## config.mk

```make
export PLATFORM = sky130hd
export DESIGN_NAME = ppi_multiport
export DESIGN_NICKNAME = d
export VERILOG_FILES = /design/src/rtl/ppi_pkg.sv /design/src/rtl/ppi_port_ch.sv /design/src/rtl/ppi_multiport.sv
export SDC_FILE = /design/constraint.sdc
export NUM_CORES = 1
export LEC_CHECK = 0
export CAP_MARGIN = 0
export CORE_MARGIN = 2
export CORE_UTILIZATION = 47
export DETAILED_ROUTE_END_ITERATION = 8
export MAX_ROUTING_LAYER = met4
export PLACE_DENSITY = 0.71
export SLEW_MARGIN = 0
export SYNTH_ARGS = -nofsm -noshare
export SYNTH_HDL_FRONTEND = slang
export SYNTH_SLANG_ARGS = --single-unit
```

## constraint.sdc

```tcl
create_clock -name clk -period 1.85 [get_ports clk]
set_input_delay 0.185 -clock clk [delete_from_list [all_inputs] [get_ports clk]]
set_output_delay 0.185 -clock clk [all_outputs]
set_load 0.03 [all_outputs]
```

## src/rtl/ppi_pkg.sv

```systemverilog
// Shared types for the multiport PPI: port mode encoding and status-register
// bit positions.
package ppi_pkg;

  typedef enum logic [1:0] {
    PPI_IN      = 2'b00,
    PPI_OUT     = 2'b01,
    PPI_STB_IN  = 2'b10,
    PPI_STB_OUT = 2'b11
  } ppi_mode_e;

  localparam int ST_OVR  = 7;
  localparam int ST_BUF  = 6;
  localparam int ST_INTR = 4;
  localparam int ST_INTE = 3;

endpackage

```

## src/rtl/ppi_port_ch.sv

```systemverilog
// One PPI peripheral port: input/output latches, strobe handshakes and flags.
// Optional feature macro: PPI_INTR_EN (interrupt enable and request).
module ppi_port_ch
  import ppi_pkg::*;
#(
  parameter int PW = 8
) (
  input  logic          clk,
  input  logic          nReset,
  input  logic          wr_ctl_i,
  input  logic          wr_data_i,
  input  logic          rd_data_i,
  input  logic [2:0]    ctl_i,
  input  logic [PW-1:0] wdata_i,
  input  logic [PW-1:0] pin_i,
  input  logic          nstb_i,
  input  logic          nack_i,
  output logic [PW-1:0] pout_o,
  output logic          pen_o,
  output logic          ibf_o,
  output logic          nobf_o,
  output logic          intr_o,
  output logic [7:0]    status_o,
  output logic [PW-1:0] rdata_o
);

  ppi_mode_e     mode_q, mode_d;
  logic          inte_q, inte_d;
  logic [PW-1:0] pout_q, pout_d;
  logic [PW-1:0] lat_q, lat_d;
  logic          ibf_q, ibf_d, obf_q, obf_d, intr_q, intr_d, ovr_q, ovr_d;
  logic [2:0]    stb_q, ack_q;
  logic [PW-1:0] pin_s1_q, pin_s2_q;
  logic          stb_fall, stb_rise, ack_fall, ack_rise;

  // Strobe synchronizers idle high so reset release never looks like an edge.
  always_ff @(posedge clk or negedge nReset) begin
    if (!nReset) begin
      stb_q    <= 3'b111;
      ack_q    <= 3'b111;
      pin_s1_q <= '0;
      pin_s2_q <= '0;
    end else begin
      stb_q    <= {stb_q[1:0], nstb_i};
      ack_q    <= {ack_q[1:0], nack_i};
      pin_s1_q <= pin_i;
      pin_s2_q <= pin_s1_q;
    end
  end

  assign stb_fall = stb_q[2] & ~stb_q[1];
  assign stb_rise = ~stb_q[2] & stb_q[1];
  assign ack_fall = ack_q[2] & ~ack_q[1];
  assign ack_rise = ~ack_q[2] & ack_q[1];

  always_comb begin
    mode_d = mode_q;
    inte_d = inte_q;
    pout_d = pout_q;
    lat_d  = lat_q;
    ibf_d  = ibf_q;
    obf_d  = obf_q;
    intr_d = intr_q;
    ovr_d  = ovr_q;
    if (wr_ctl_i) begin
      mode_d = ppi_mode_e'(ctl_i[1:0]);
      inte_d = ctl_i[2];
      ibf_d  = 1'b0;
      obf_d  = 1'b0;
      intr_d = 1'b0;
      ovr_d  = 1'b0;
    end else begin
      case (mode_q)
        PPI_OUT: if (wr_data_i) pout_d = wdata_i;
        PPI_STB_IN: begin
          if (rd_data_i) begin
            ibf_d  = 1'b0;
            intr_d = 1'b0;
          end
          // A buffer being read out this cycle counts as empty: the new byte wins.
          if (stb_fall) begin
            if (ibf_q && !rd_data_i) ovr_d = 1'b1;
            else begin
              lat_d = pin_s2_q;
              ibf_d = 1'b1;
            end
          end
          if (stb_rise && ibf_q && inte_q) intr_d = 1'b1;
        end
        PPI_STB_OUT: begin
          if (ack_fall) obf_d = 1'b0;
          if (wr_data_i) begin
            pout_d = wdata_i;
            obf_d  = 1'b1;
            intr_d = 1'b0;
          end
          if (ack_rise && !obf_q && inte_q) intr_d = 1'b1;
        end
        default: ;
      endcase
    end
`ifndef PPI_INTR_EN
    inte_d = 1'b0;
    intr_d = 1'b0;
`endif
  end

  always_ff @(posedge clk or negedge nReset) begin
    if (!nReset) begin
      mode_q <= PPI_IN;
      inte_q <= 1'b0;
      pout_q <= '0;
      lat_q  <= '0;
      ibf_q  <= 1'b0;
      obf_q  <= 1'b0;
      intr_q <= 1'b0;
      ovr_q  <= 1'b0;
    end else begin
      mode_q <= mode_d;
      inte_q <= inte_d;
      pout_q <= pout_d;
      lat_q  <= lat_d;
      ibf_q  <= ibf_d;
      obf_q  <= obf_d;
      intr_q <= intr_d;
      ovr_q  <= ovr_d;
    end
  end

  always_comb begin
    status_o          = '0;
    status_o[ST_OVR]  = ovr_q;
    status_o[ST_BUF]  = ibf_q | obf_q;
    status_o[ST_INTR] = intr_q;
    status_o[ST_INTE] = inte_q;
    status_o[1:0]     = mode_q;
  end

  always_comb begin
    case (mode_q)
      PPI_IN:     rdata_o = pin_s2_q;
      PPI_STB_IN: rdata_o = lat_q;
      default:    rdata_o = pout_q;
    endcase
  end

  assign pout_o = pout_q;
  assign pen_o  = (mode_q == PPI_OUT) || (mode_q == PPI_STB_OUT);
  assign ibf_o  = ibf_q;
  assign nobf_o = ~obf_q;
  assign intr_o = intr_q;

endmodule

```

## src/rtl/ppi_multiport.sv

```systemverilog
// Multiport programmable peripheral interface: synchronous CPU bus decode and
// NPORTS ppi_port_ch channels. Optional feature macro: PPI_INTR_EN.
module ppi_multiport
  import ppi_pkg::*;
#(
  parameter  int NPORTS = 3,
  parameter  int PW     = 8,
  localparam int AW     = $clog2(NPORTS) + 1
) (
  input  logic               clk,
  input  logic               nReset,
  input  logic               nCS,
  input  logic               nRD,
  input  logic               nWR,
  input  logic [AW-1:0]      A,
  input  logic [7:0]         Din,
  output logic [7:0]         Dout,
  output logic               DEn,
  input  logic [NPORTS*PW-1:0] PIn,
  output logic [NPORTS*PW-1:0] POut,
  output logic [NPORTS-1:0]  PEn,
  input  logic [NPORTS-1:0]  nSTB,
  input  logic [NPORTS-1:0]  nACK,
  output logic [NPORTS-1:0]  IBF,
  output logic [NPORTS-1:0]  nOBF,
  output logic [NPORTS-1:0]  INTR
);

  localparam int NSLOT = 1 << (AW - 1);

  logic [1:0]    nwr_q, nrd_q;
  logic          ncs_q;
  logic          wr_stb, rd_done, is_ctl;
  logic [AW-2:0] idx;
  logic [7:0]    st_w [NSLOT];
  logic [7:0]    rd_w [NSLOT];

  always_ff @(posedge clk or negedge nReset) begin
    if (!nReset) begin
      nwr_q <= 2'b11;
      nrd_q <= 2'b11;
      ncs_q <= 1'b1;
    end else begin
      nwr_q <= {nwr_q[0], nWR};
      nrd_q <= {nrd_q[0], nRD};
      ncs_q <= nCS;
    end
  end

  assign wr_stb  = nwr_q[1] & ~nwr_q[0] & ~ncs_q;
  assign rd_done = ~nrd_q[1] & nrd_q[0] & ~ncs_q;
  assign is_ctl  = A[AW-1];
  assign idx     = A[AW-2:0];

  // Unpopulated address slots read back as zero and swallow writes.
  for (genvar i = 0; i < NSLOT; i++) begin : g_slot
    if (i < NPORTS) begin : g_ch
      logic          sel;
      logic [PW-1:0] rdata;
      assign sel = (idx == (AW-1)'(i));
      ppi_port_ch #(.PW(PW)) u_ch (
        .clk      (clk),
        .nReset   (nReset),
        .wr_ctl_i (wr_stb & sel & is_ctl),
        .wr_data_i(wr_stb & sel & ~is_ctl),
        .rd_data_i(rd_done & sel & ~is_ctl),
        .ctl_i    (Din[2:0]),
        .wdata_i  (Din[PW-1:0]),
        .pin_i    (PIn[i*PW +: PW]),
        .nstb_i   (nSTB[i]),
        .nack_i   (nACK[i]),
        .pout_o   (POut[i*PW +: PW]),
        .pen_o    (PEn[i]),
        .ibf_o    (IBF[i]),
        .nobf_o   (nOBF[i]),
        .intr_o   (INTR[i]),
        .status_o (st_w[i]),
        .rdata_o  (rdata)
      );
      assign rd_w[i] = 8'(rdata);
    end else begin : g_empty
      assign st_w[i] = 8'h00;
      assign rd_w[i] = 8'h00;
    end
  end

  assign DEn  = ~nCS & ~nRD;
  assign Dout = is_ctl ? st_w[idx] : rd_w[idx];

endmodule

```

# == Yosys cells after proc, flatten, opt, wreduce, memory -nomap -nowiden ==
# Cells that the tools add are included.
# totals
reg_bits,134
input_bits,46
out_inout_bits,45
word_cells,188
# classes
magnitude_cmp,1
n_eq_ne,11
n_mux,49
bitwise_logic,51
reduce_logical,43
# ops
op,n
$pmux W8 S2,3
$mux W8,5
$mux W1,39
$bmux W8 S2,2
$and A1 B1 Y1,26
$reduce_bool A2 Y1,12
$not A1 Y1,21
$reduce_and A3 Y1,6
$eq A2 B2 Y1 const B,7
$reduce_and A4 Y1,3
$reduce_bool A3 Y1,3
$eq A2 B1 Y1 const B,4
$logic_not A2 Y1,4
$reduce_and A2 Y1,3
$reduce_or A2 Y1,3
$ge A3 B3 Y1 const B,1
$logic_and A1 B1 Y1,3
$logic_not A1 Y1,3
$logic_or A1 B1 Y1,3
$not A2 Y3,1
$or A1 B1 Y1,3

# == Longest topological paths before layout ==
# Gate-level depths: netlist of the first run.
# depth
ltp_word,11
depth_mapped,6
depth_no_buf,4

# == Hierarchy ==
# Synthesis of the first run repeated with hierarchy kept, for this count alone.
# unflattened
hier_cells,398
area_unflattened_um2,5567.8
# by_module_without_submodules
mod,n_inst,cells_each,area_per_inst_um2,seq_area_each_um2
ppi_port_ch,3,111,1605.3,1083.5
ppi_multiport,1,65,752.0,131.4

# == Worst setup path after synthesis of the first run ==
# OpenSTA, ideal clock, no wires.
# synth_path
path_type,register to output
from,reg g_slot[2].g_ch.u_ch.mode_q[1]
to,out Dout[0]
arrival_ps,1724
slack_ps,-59
path_stages_with_launch,5
cell_sequence,dfrtp_1 -> clkbuf_1 -> mux2i_1 -> o311a_1 -> o32ai_1
# synth_between
elab_chain_len,6
word_cells_on_any_way,7
classes_between,eq/ne (1); mux (5); reduce/logical (1)
# synth_rtl
element,line,source
start: declaration,ppi_port_ch.sv:27,"ppi_mode_e mode_q, mode_d;"
start signal: assignment,ppi_port_ch.sv:119,mode_q <= mode_d;
$eq A2 B2 Y1 / $logic_not A2 Y1 (equally long branches),--,
$pmux W8 S2 (*),ppi_port_ch.sv:140,case (mode_q)
$bmux W8 S2 (*),ppi_multiport.sv:88,assign Dout = is_ctl ? st_w[idx] : rd_w[idx];
$mux W8 (implied by the code) (*) (2 in series),ppi_multiport.sv:88,
$mux W8 (*),ppi_multiport.sv:88,
end: declaration,ppi_multiport.sv:17,"output logic [7:0] Dout,"
# Every way passes the cells marked *; elsewhere a longest branch is shown, timed or not. The select of a mux whose other input is x is not followed.

# == Worst setup path in the final report of the first run ==
# layout_path
from,reg g_slot[0].g_ch.u_ch.mode_q[1]
to,out Dout[0]
# layout_between
elab_chain_len,6
word_cells_on_any_way,7
classes_between,eq/ne (1); mux (5); reduce/logical (1)
# layout_rtl
element,line
start: declaration,ppi_port_ch.sv:27
start signal: assignment,ppi_port_ch.sv:119
$eq A2 B2 Y1 / $logic_not A2 Y1 (equally long branches),--
$pmux W8 S2 (*),ppi_port_ch.sv:140
$bmux W8 S2 (*),ppi_multiport.sv:88
$mux W8 (implied by the code) (*) (2 in series),ppi_multiport.sv:88
$mux W8 (*),ppi_multiport.sv:88
# Marks and branches as above.

==> results.json, run 1 <==
{
  "postRouteAntennaNets": 0,
  "globalRoute.totalOverflow": 0,
  "rows": 38,
  "critPathLaunchType": "register",
  "crit_chain": "buf_12, mux2i_2, nor3_1, nor3_1, o32ai_2, buf_4",
  "hpwlAfterDp_um": 8030,
  "setup_slack_ns": -0.263,
  "cts_sinks": 134,
  "start_util": 0.483,
  "ys_seq_elements": 134,
  "wl_um": 11400,
  "syn_area_sq_um": 5260,
  "finalHoldViolations": 0,
  "netlist_instances": 395,
  "p_comb_frac": 0.201,
  "pwr-share-clk": 0.389,
  "via_per_inst": 5.19,
  "synth_edf_count": 0,
  "fmax_ghz": 0.473,
  "p_per_area_nw_per_um2": 1240,
  "core_sq_um": 10900,
  "maxSlewViolCount": 0,
  "wire_per_inst_um": 17.2,
  "swShare": 0.264,
  "cp.required_ns": 1.66,
  "cts_made_buffers": 17,
  "routed-via-count": 3446,
  "synth.top_cells.by_count": "dfrtp_1 (111), mux2_2 (54), nand2_1 (31)",
  "synth.largest_area_cell": "dfrtp_1",
  "critPathCaptureType": "output pin",
  "layout-drive-gt1-share": 0.363,
  "drt_first_pass_iters": 4,
  "arrival_ns": 1.93,
  "min_from": "nACK[0]",
  "htreeDepth": 4,
  "slowest_delay_ns": 0.39,
  "final_cells": 664,
  "grt_max_degree": 56,
  "synth_top_area_frac": 0.528,
  "status": "complete, but fails checks",
  "violations": "setup timing",
  "antenna_cells": 0,
  "ys.flop_type": "dfrtp_1",
  "grt_usage": 0.216,
  "dp.cells": 626,
  "avgSynthCellArea_sq_um": 13.3,
  "ir_worst_vdd_v": 0.000790,
  "cts-root-buf": "clkbuf_8",
  "place_ws_ns": -0.242,
  "cts_tree": "yes",
  "final_nets": 557,
  "hp-class": "input pin to register",
  "intPower_uw": 6660,
  "ioPinCount": 91,
  "fp.dieW_um": 110,
  "portBuffers": 87,
  "yosysMostFrequentCell": "dfrtp_1",
  "criticalPathCategory": "register to output pin",
  "p_leak_uw": 0.00326,
  "initialDrtViolationCount": 129,
  "p_sw_uw": 2390,
  "utilization": 0.673,
  "cp_max_fo": 10,
  "yosysUniqueCellTypes": 37,
  "seq_power_share": 0.409,
  "grt_pass1_wl_um": 18500,
  "gp_congestion": 0.875,
  "async_flop_share": 1.00,
  "ys_seq_area_frac": 0.643,
  "drc": 0,
  "die_h_um": 110,
  "fin_crit_sh": 1.14,
  "r2r-start": "nrd_q[0]$_DFF_PN1_",
  "critPathSlowestCell": "dfrtp_1",
  "antenna_found_initial": 0,
  "path_clk_slew_ns": 0.06,
  "cpMostUsedCell": "nor3_1",
  "setup_viol": 8,
  "maxCapViolCount": 0,
  "yosysWarnings": 0,
  "rsz0062_at_grt": "yes",
  "die_area_sq_um": 12100,
  "critPathLaunch": "g_slot[0].g_ch.u_ch.mode_q[1]$_DFFE_PN0N_",
  "insertion_delay_ns": 0.52,
  "clockBufferDepth": 2,
  "syn2layout_area_growth_pct": 39.2,
  "clock_skew_ns": 0.00366,
  "max_slew.worst_pin.slew_ns": 0.522,
  "slew-limit-headroom": 0.652,
  "grt_pass1_vias": 3638,
  "fin_crit_ns": 2.11,
  "synth.area.top_cells": "dfrtp_1 (53%), mux2_2 (12%), dfstp_2 (11%), mux2i_1 (4.9%), o21ai_0 (2.4%)"
}
-- layout by cell type, fill, tap and decap left out, drive strengths merged, types with 2 or more instances in the layout --
master / count
nor2: 14
dfrtp: 111
dlymetal6s2s: 6
nand4: 2
nor2b: 3
mux2i: 26
a22oi: 10
nor3: 6
clkdlybuf4s50: 64
mux2: 54
dfstp: 23
inv: 3
nand2: 31
nand4b: 6
clkinv: 3
and2: 2
and3: 2
nor4bb: 3
conb: 3
a21oi: 19
dlygate4sd2: 8
clkbuf: 24
bufinv: 4
buf: 53
o21ai: 28
a31oi: 3
-- critical path: cells and delay by family (launching register included) --
| family | cells | cell delay, ns |
|---|---|---|
| flops | 1 | 0.39 |
| buf+inv | 2 | 0.33 |
| mux | 1 | 0.25 |
| simple gates | 2 | 0.31 |
| compound gates | 1 | 0.12 |
-- routing by layer --
layer | wire length (um) | vias up | global-route usage
met2 | 5590 | 95 | 0.329
li1 | - | 1613 | -
met3 | 599 | 22 | 0.0676
met5 | 0 | - | -
met4 | 280 | 0 | 0.0904
met1 | 4950 | 1716 | 0.268
-- kinds of logic (layout without fill, tap and decap cells) --
| group | Yosys count | in the layout | share of synthesized area |
|---|---|---|---|
| AO/OA/AOI/OAI | 65 | 65 | 0.0730 |
| multiplexers | 80 | 80 | 0.165 |
| flip-flops | 134 | 134 | 0.643 |
| buffers and inverters | 40 | 167 | 0.0400 |
| AND/OR/NAND/NOR | 75 | 75 | 0.0785 |
| other | 1 | 3 | 0.000713 |
-- final timing paths --
check	endpoint	slack, ns	cells past startpoint
min in group asynchronous	g_slot[0].g_ch.u_ch.pin_s2_q[3]$_DFF_PN0_	0.18	2
setup reg to reg	g_slot[1].g_ch.u_ch.lat_q[3]$_DFFE_PN0P_	0.05	4
max in group asynchronous	nrd_q[0]$_DFF_PN1_	0.99	3
hold reg to reg	g_slot[1].g_ch.u_ch.pin_s2_q[5]$_DFF_PN0_	0.35	0
hold / removal	g_slot[0].g_ch.u_ch.ack_q[0]$_DFF_PN1_	0.06	1
setup / recovery	Dout[0]	-0.26	6
-- area by class of cell --
type                            instances  area (sq um)
Timing Repair Buffer                  132          1330
Clock buffer                           24           490
Clock inverter                          8           143
Inverter                                3          11.3
Sequential cell                       134          3390
Tap cell                              140           175
Multi-Input combinational cell        223          1790
Fill cell                             769          3560
-- metrics by stage --
stage	area, sq um	hold WS, ns	TNS (ns)	total power [uW]
2_1_floorplan	5280	-0.111	0	4780
3_3_place_gp	6480	0.179	-6.24	5400
3_5_place_dp	6480	0.180	-7.39	5450
4_1_cts	7240	0.0318	-2.04	9090
5_1_grt	7320	0.0359	-2.21	9480
6_report	7320	0.0619	-1.56	9060
-- power groups by stage --
stage	logic (uW)	clock network (uW)	registers (uW)
3_3_place_gp	1660	0	3730
5_1_grt	1980	3730	3770
6_report	1830	3520	3710
2_1_floorplan	1070	0	3710
3_5_place_dp	1700	0	3760
4_1_cts	1800	3590	3700
-- what timing repair did --
| action | in CTS | in global routing |
|---|---|---|
| endpoints found under the setup margin | 24 | 54 |
| setup buffers | 4 | 0 |
| gates cloned | 0 | 1 |
| hold buffers | 1 | 0 |
| gates resized for setup | 38 | 26 |
| hold endpoints to repair | 53 | 0 |
| pin swaps | 6 | 7 |
-- registers in the layout, summed over array words and instances, names as in the netlist --
name,flops
g_slot.g_ch.u_ch.stb_q,9
g_slot.g_ch.u_ch.pout_o,24
nwr_q,2
g_slot.g_ch.u_ch.mode_q,6
g_slot.g_ch.u_ch.ack_q,9
ncs_q,1
g_slot.g_ch.u_ch.lat_q,24
g_slot.g_ch.u_ch.ibf_o,3
g_slot.g_ch.u_ch.pin_s1_q,24
g_slot.g_ch.u_ch.pin_s2_q,24
g_slot.g_ch.u_ch.ovr_q,3
nrd_q,2
g_slot.g_ch.u_ch.obf_q,3
(Power assumes the default switching activity.)
==> run 2, diff against run 1 <==
--- a/config.mk
+++ b/config.mk
@@ -6,7 +6,7 @@
 export NUM_CORES = 1
 export LEC_CHECK = 0
 export CAP_MARGIN = 0
-export CORE_MARGIN = 2
+export CORE_MARGIN = 1.5
 export CORE_UTILIZATION = 47
 export DETAILED_ROUTE_END_ITERATION = 8
 export MAX_ROUTING_LAYER = met4
==> results.json, run 2 (synthesized netlist as in run 1, its figures left out) <==
{
  "critPathSlowestCell": "dfrtp_2",
  "cts_sinks": 134,
  "utilization": 0.656,
  "maxSlewViolCount": 0,
  "ir_worst_vdd_v": 0.000527,
  "final_common_cell": "dfrtp_1",
  "grt_usage": 0.217,
  "routed-via-count": 3443,
  "setup_viol": 8,
  "cp.required_ns": 1.66,
  "die_area_sq_um": 11800,
  "via_per_inst": 5.23,
  "cts_tree": "yes",
  "grt_max_degree": 52,
  "setup_slack_ns": -0.359,
  "portBuffers": 87,
  "p_leak_uw": 0.00314,
  "hpwlAfterDp_um": 7840,
  "clock_skew_ns": 0.00488,
  "criticalPathCategory": "register to output pin",
  "drc": 0,
  "antenna_cells": 0,
  "fp.dieW_um": 109,
  "area.sequential_sq_um": 3390,
  "htreeDepth": 4,
  "postRouteAntennaNets": 0,
  "ioPinCount": 91,
  "final_nets": 551,
  "rsz0062_at_grt": "yes",
  "rows": 38,
  "arrival_ns": 2.02,
  "start_util": 0.483,
  "gp_congestion": 0.860,
  "place_ws_ns": -0.203,
  "antenna_found_initial": 0,
  "final_cell_mix": "dfrtp_1 (105), clkdlybuf4s50_1 (67), mux2_2 (54)",
  "critPathCaptureType": "output pin",
  "die_h_um": 109,
  "path_clk_slew_ns": 0.06,
  "fin_crit_sh": 1.19,
  "cp_top_family": "compound AO/OA/AOI/OAI gates",
  "core_sq_um": 10900,
  "finalHoldViolations": 0,
  "grt_pass1_wl_um": 18300,
  "drt_first_pass_iters": 5,
  "initialDrtViolationCount": 164,
  "syn2layout_area_growth_pct": 35.7,
  "fin_crit_ns": 2.21,
  "fmax_ghz": 0.453,
  "globalRoute.totalOverflow": 0,
  "cp_max_fo": 5,
  "insertion_delay_ns": 0.52,
  "layout-drive-gt1-share": 0.342,
  "violations": "setup timing",
  "cts-root-buf": "clkbuf_8",
  "wl_um": 11500,
  "fillers": 807,
  "hp-class": "input pin to register",
  "cts_made_buffers": 17,
  "critPathLaunchType": "register",
  "grt_pass1_vias": 3606,
  "wire_per_inst_um": 17.5,
  "path_buf_inv": 2,
  "maxCapViolCount": 0,
  "fin_area_sq_um": 7140,
  "clockBufferDepth": 2,
  "multi_input_area_sq_um": 1750,
  "p_per_area_nw_per_um2": 1200,
  "crit_chain": "buf_4, mux2i_1, o21ai_0, a22oi_1, a22oi_1, buf_4",
  "status": "complete, but fails checks",
  "slowest_delay_ns": 0.45,
  "placed_area_sq_um": 6460
}
==> run 2: metal layers <==
metal,wire length (um),track usage,share of wire
met1,5060,0.276,0.44
met2,5680,0.339,0.49
met3,571,0.0586,0.050
met4,172,0.0733,0.015
met5,0,-,0
==> run 2: where the power goes <==
part / switching [uW] / total, uW / internal (uW)
sequential: 323 / 3730 / 3410
combinational: 885 / 1740 / 859
clock: 1170 / 3080 / 1910
==> run 2: through the flow <==
| stage | setup TNS, ns | power (uW) | hold slack [ns] | instances |
|---|---|---|---|---|
| after global routing | -2.72 | 8940 | 0.0490 | 658 |
| after detailed placement | -6.87 | 5440 | 0.155 | 621 |
| after CTS | -2.38 | 8570 | 0.0541 | 657 |
| after global placement | -6.16 | 5390 | 0.157 | 621 |
| after floorplan | 0 | 4780 | -0.111 | 397 |
| final | -2.12 | 8560 | 0.0701 | 658 |
==> run 2: path summary, 6_finish.rpt <==
kind,startpoint,endpoint,slack (ns),cells after the start
hold / removal,nACK[2],g_slot[2].g_ch.u_ch.ack_q[0]$_DFF_PN1_,0.07,1
setup / recovery,g_slot[0].g_ch.u_ch.mode_q[1]$_DFFE_PN0N_,Dout[7],-0.36,6
setup reg to reg,nrd_q[0]$_DFF_PN1_,g_slot[0].g_ch.u_ch.lat_q[3]$_DFFE_PN0P_,0.07,4
hold reg to reg,g_slot[0].g_ch.u_ch.pin_s1_q[1]$_DFF_PN0_,g_slot[0].g_ch.u_ch.pin_s2_q[1]$_DFF_PN0_,0.35,0
min in group asynchronous,nReset,g_slot[0].g_ch.u_ch.lat_q[1]$_DFFE_PN0P_,0.18,2
max in group asynchronous,nReset,g_slot[1].g_ch.u_ch.stb_q[0]$_DFF_PN1_,1.01,3
==> run 2: repair_timing <==
action                                 4_1_cts  5_1_grt
pin swaps                                   13        4
endpoints found under the hold margin       47        0
resized for setup                           19       19
buffers inserted                             3        1
hold buffers                                 1        0
setup endpoints to repair                   33       55
==> run 2: layout make-up <==
class	instances	share of cell area
Sequential cell	134	0.475
Multi-Input combinational cell	223	0.245
Timing Repair Buffer	126	0.177
Clock buffer	24	0.0673
Tap cell	140	0.0245
Clock inverter	8	0.0102
Inverter	3	0.00158
==> run 3, diff against run 2 <==
--- a/config.mk
+++ b/config.mk
@@ -7,10 +7,10 @@
 export LEC_CHECK = 0
 export CAP_MARGIN = 0
 export CORE_MARGIN = 1.5
-export CORE_UTILIZATION = 47
+export CORE_UTILIZATION = 50
 export DETAILED_ROUTE_END_ITERATION = 8
 export MAX_ROUTING_LAYER = met4
-export PLACE_DENSITY = 0.71
+export PLACE_DENSITY = 0.72
 export SLEW_MARGIN = 0
 export SYNTH_ARGS = -nofsm -noshare
 export SYNTH_HDL_FRONTEND = slang
==> constraint.sdc (replaced) <==
create_clock -name clk -period 2.64 [get_ports clk]
set_input_delay 0.264 -clock clk [delete_from_list [all_inputs] [get_ports clk]]
set_output_delay 0.264 -clock clk [all_outputs]
set_load 0.03 [all_outputs]
==> results.json, run 3 (synthesized netlist as in run 1, its figures left out) <==
{
  "ioPinCount": 91,
  "p_per_area_nw_per_um2": 867,
  "cts_made_buffers": 17,
  "critPathLaunch": "g_slot[2].g_ch.u_ch.mode_q[1]$_DFFE_PN0N_",
  "grt_pass1_wl_um": 17500,
  "cts_sinks": 134,
  "ir_worst_vdd_v": 0.000556,
  "die_h_um": 106,
  "maxCapViolCount": 0,
  "grtUsageMet2": 0.329,
  "cts-root-buf": "clkbuf_8",
  "ff2ff_path_depth": 3,
  "critPathLaunchType": "register",
  "grt_pass1_vias": 3434,
  "initialDrtViolationCount": 181,
  "gp_congestion": 0.890,
  "fin_crit_sh": 0.962,
  "via_per_inst": 5.30,
  "insertion_delay_ns": 0.52,
  "status": "finished clean",
  "fin_crit_ns": 2.54,
  "maxSlewViolCount": 0,
  "wl_um": 10700,
  "cts_tree": "yes",
  "drt_first_pass_iters": 4,
  "die_area_sq_um": 11100,
  "postRouteAntennaNets": 0,
  "grt_usage": 0.216,
  "setup_viol": 0,
  "criticalPathCategory": "register to output pin",
  "grt_use_met3": 0.0767,
  "fin_hold_ws_ns": 0.152,
  "arrival_ns": 2.27,
  "fmax_ghz": 0.394,
  "r2r-start": "g_slot[1].g_ch.u_ch.mode_q[1]$_DFFE_PN0N_",
  "final_nets": 524,
  "wire_per_inst_um": 17.0,
  "final_cell_mix": "dfrtp_1 (110), clkdlybuf4s50_1 (78), mux2_2 (54)",
  "syn2layout_area_growth_pct": 28.1,
  "hpwlAfterDp_um": 7420,
  "antenna_cells": 0,
  "cp_max_fo": 14,
  "antenna_found_initial": 0,
  "rsz0062_at_grt": "no",
  "fin_tns_setup_ns": 0,
  "fp.dieW_um": 106,
  "critPathCaptureType": "output pin",
  "globalRoute.totalOverflow": 0,
  "clock_skew_ns": 0.00818,
  "htreeDepth": 4,
  "finalHoldViolations": 0,
  "layout-drive-gt1-share": 0.278,
  "portBuffers": 87,
  "reg2reg_slack_ns": 0.43,
  "fillers": 778,
  "clockBufferDepth": 2,
  "cp.required_ns": 2.38,
  "grt_util_met1": 0.270,
  "top_usage_layer": "met2",
  "max_slew.worst_pin.slew_ns": 0.707,
  "r2r-end": "g_slot[1].g_ch.u_ch.lat_q[0]$_DFFE_PN0P_",
  "hp-class": "input pin to register",
  "postCtsSetupRepairBufs": 0,
  "core_sq_um": 10300,
  "grt_max_degree": 93,
  "slew-limit-headroom": 0.522,
  "start_util": 0.512,
  "rows": 37,
  "routed-via-count": 3318,
  "final_common_cell": "dfrtp_1",
  "p_total_uw": 5850,
  "endpoint": "Dout[0]",
  "path_clk_slew_ns": 0.06,
  "drc": 0,
  "p_leak_uw": 0.00289
}
-- run 3: how the worst min path moves through the flow --
stage | from | end | slack (ns) | depth (start not counted)
4_1_cts | nACK[2] | g_slot[2].g_ch.u_ch.ack_q[0]$_DFF_PN1_ | 0.13 | 1
3_5_place_dp | nReset | g_slot[0].g_ch.u_ch.ovr_q$_DFFE_PN0P_ | 0.30 | 1
6_report | nACK[2] | g_slot[2].g_ch.u_ch.ack_q[0]$_DFF_PN1_ | 0.15 | 1
5_1_grt | nACK[2] | g_slot[2].g_ch.u_ch.ack_q[0]$_DFF_PN1_ | 0.12 | 1
2_1_floorplan | nReset | g_slot[0].g_ch.u_ch.ibf_o$_DFFE_PN0P_ | -0.03 | 0
3_3_place_gp | nReset | g_slot[0].g_ch.u_ch.ibf_o$_DFFE_PN0P_ | 0.30 | 1
-- run 3: final cells by class --
type / count / area, sq um / share of cell area
Multi-Input combinational cell: 223 / 1680 / 0.249
Clock inverter: 10 / 96.3 / 0.0143
Sequential cell: 134 / 3380 / 0.502
Timing Repair Buffer: 99 / 953 / 0.141
Inverter: 3 / 11.3 / 0.00167
Clock buffer: 21 / 449 / 0.0666
Tap cell: 136 / 170 / 0.0252
-- run 3: through the flow --
| step | area, sq um | instances | utilization | setup slack (ns) |
|---|---|---|---|---|
| 3_5_place_dp | 6180 | 594 | 0.602 | 0.384 |
| 6_report | 6740 | 626 | 0.656 | 0.101 |
| 5_1_grt | 6740 | 626 | 0.656 | 0.00257 |
| 4_1_cts | 6740 | 626 | 0.656 | 0.0862 |
| 2_1_floorplan | 5270 | 397 | - | 0.652 |
| 3_3_place_gp | 6180 | 594 | 0.602 | 0.425 |
-- run 3: critical path, stage by stage, from the launching register on --
cell,delay [ns]
dfrtp_1,0.72
mux2i_1,0.18
o311a_1,0.32
o32ai_1,0.31
buf_4,0.22
-- run 3: layer usage --
metal  vias up  share of wire
met4         0          0.016
li1       1534              -
met5         -              0
met2       103           0.49
met1      1667           0.44
met3        14          0.052
-- run 3: power by group --
part / internal (uW) / switching [uW] / total, uW / leakage (uW)
clock: 1300 / 844 / 2140 / 0.000257
sequential: 2380 / 271 / 2650 / 0.00162
combinational: 531 / 521 / 1050 / 0.00101
-- run 3: repair_timing --
item | CTS | global route
resized for setup | 0 | 1
endpoints found under the hold margin | 25 | 0
hold buffers | 1 | 0
setup endpoints to repair | 0 | 3
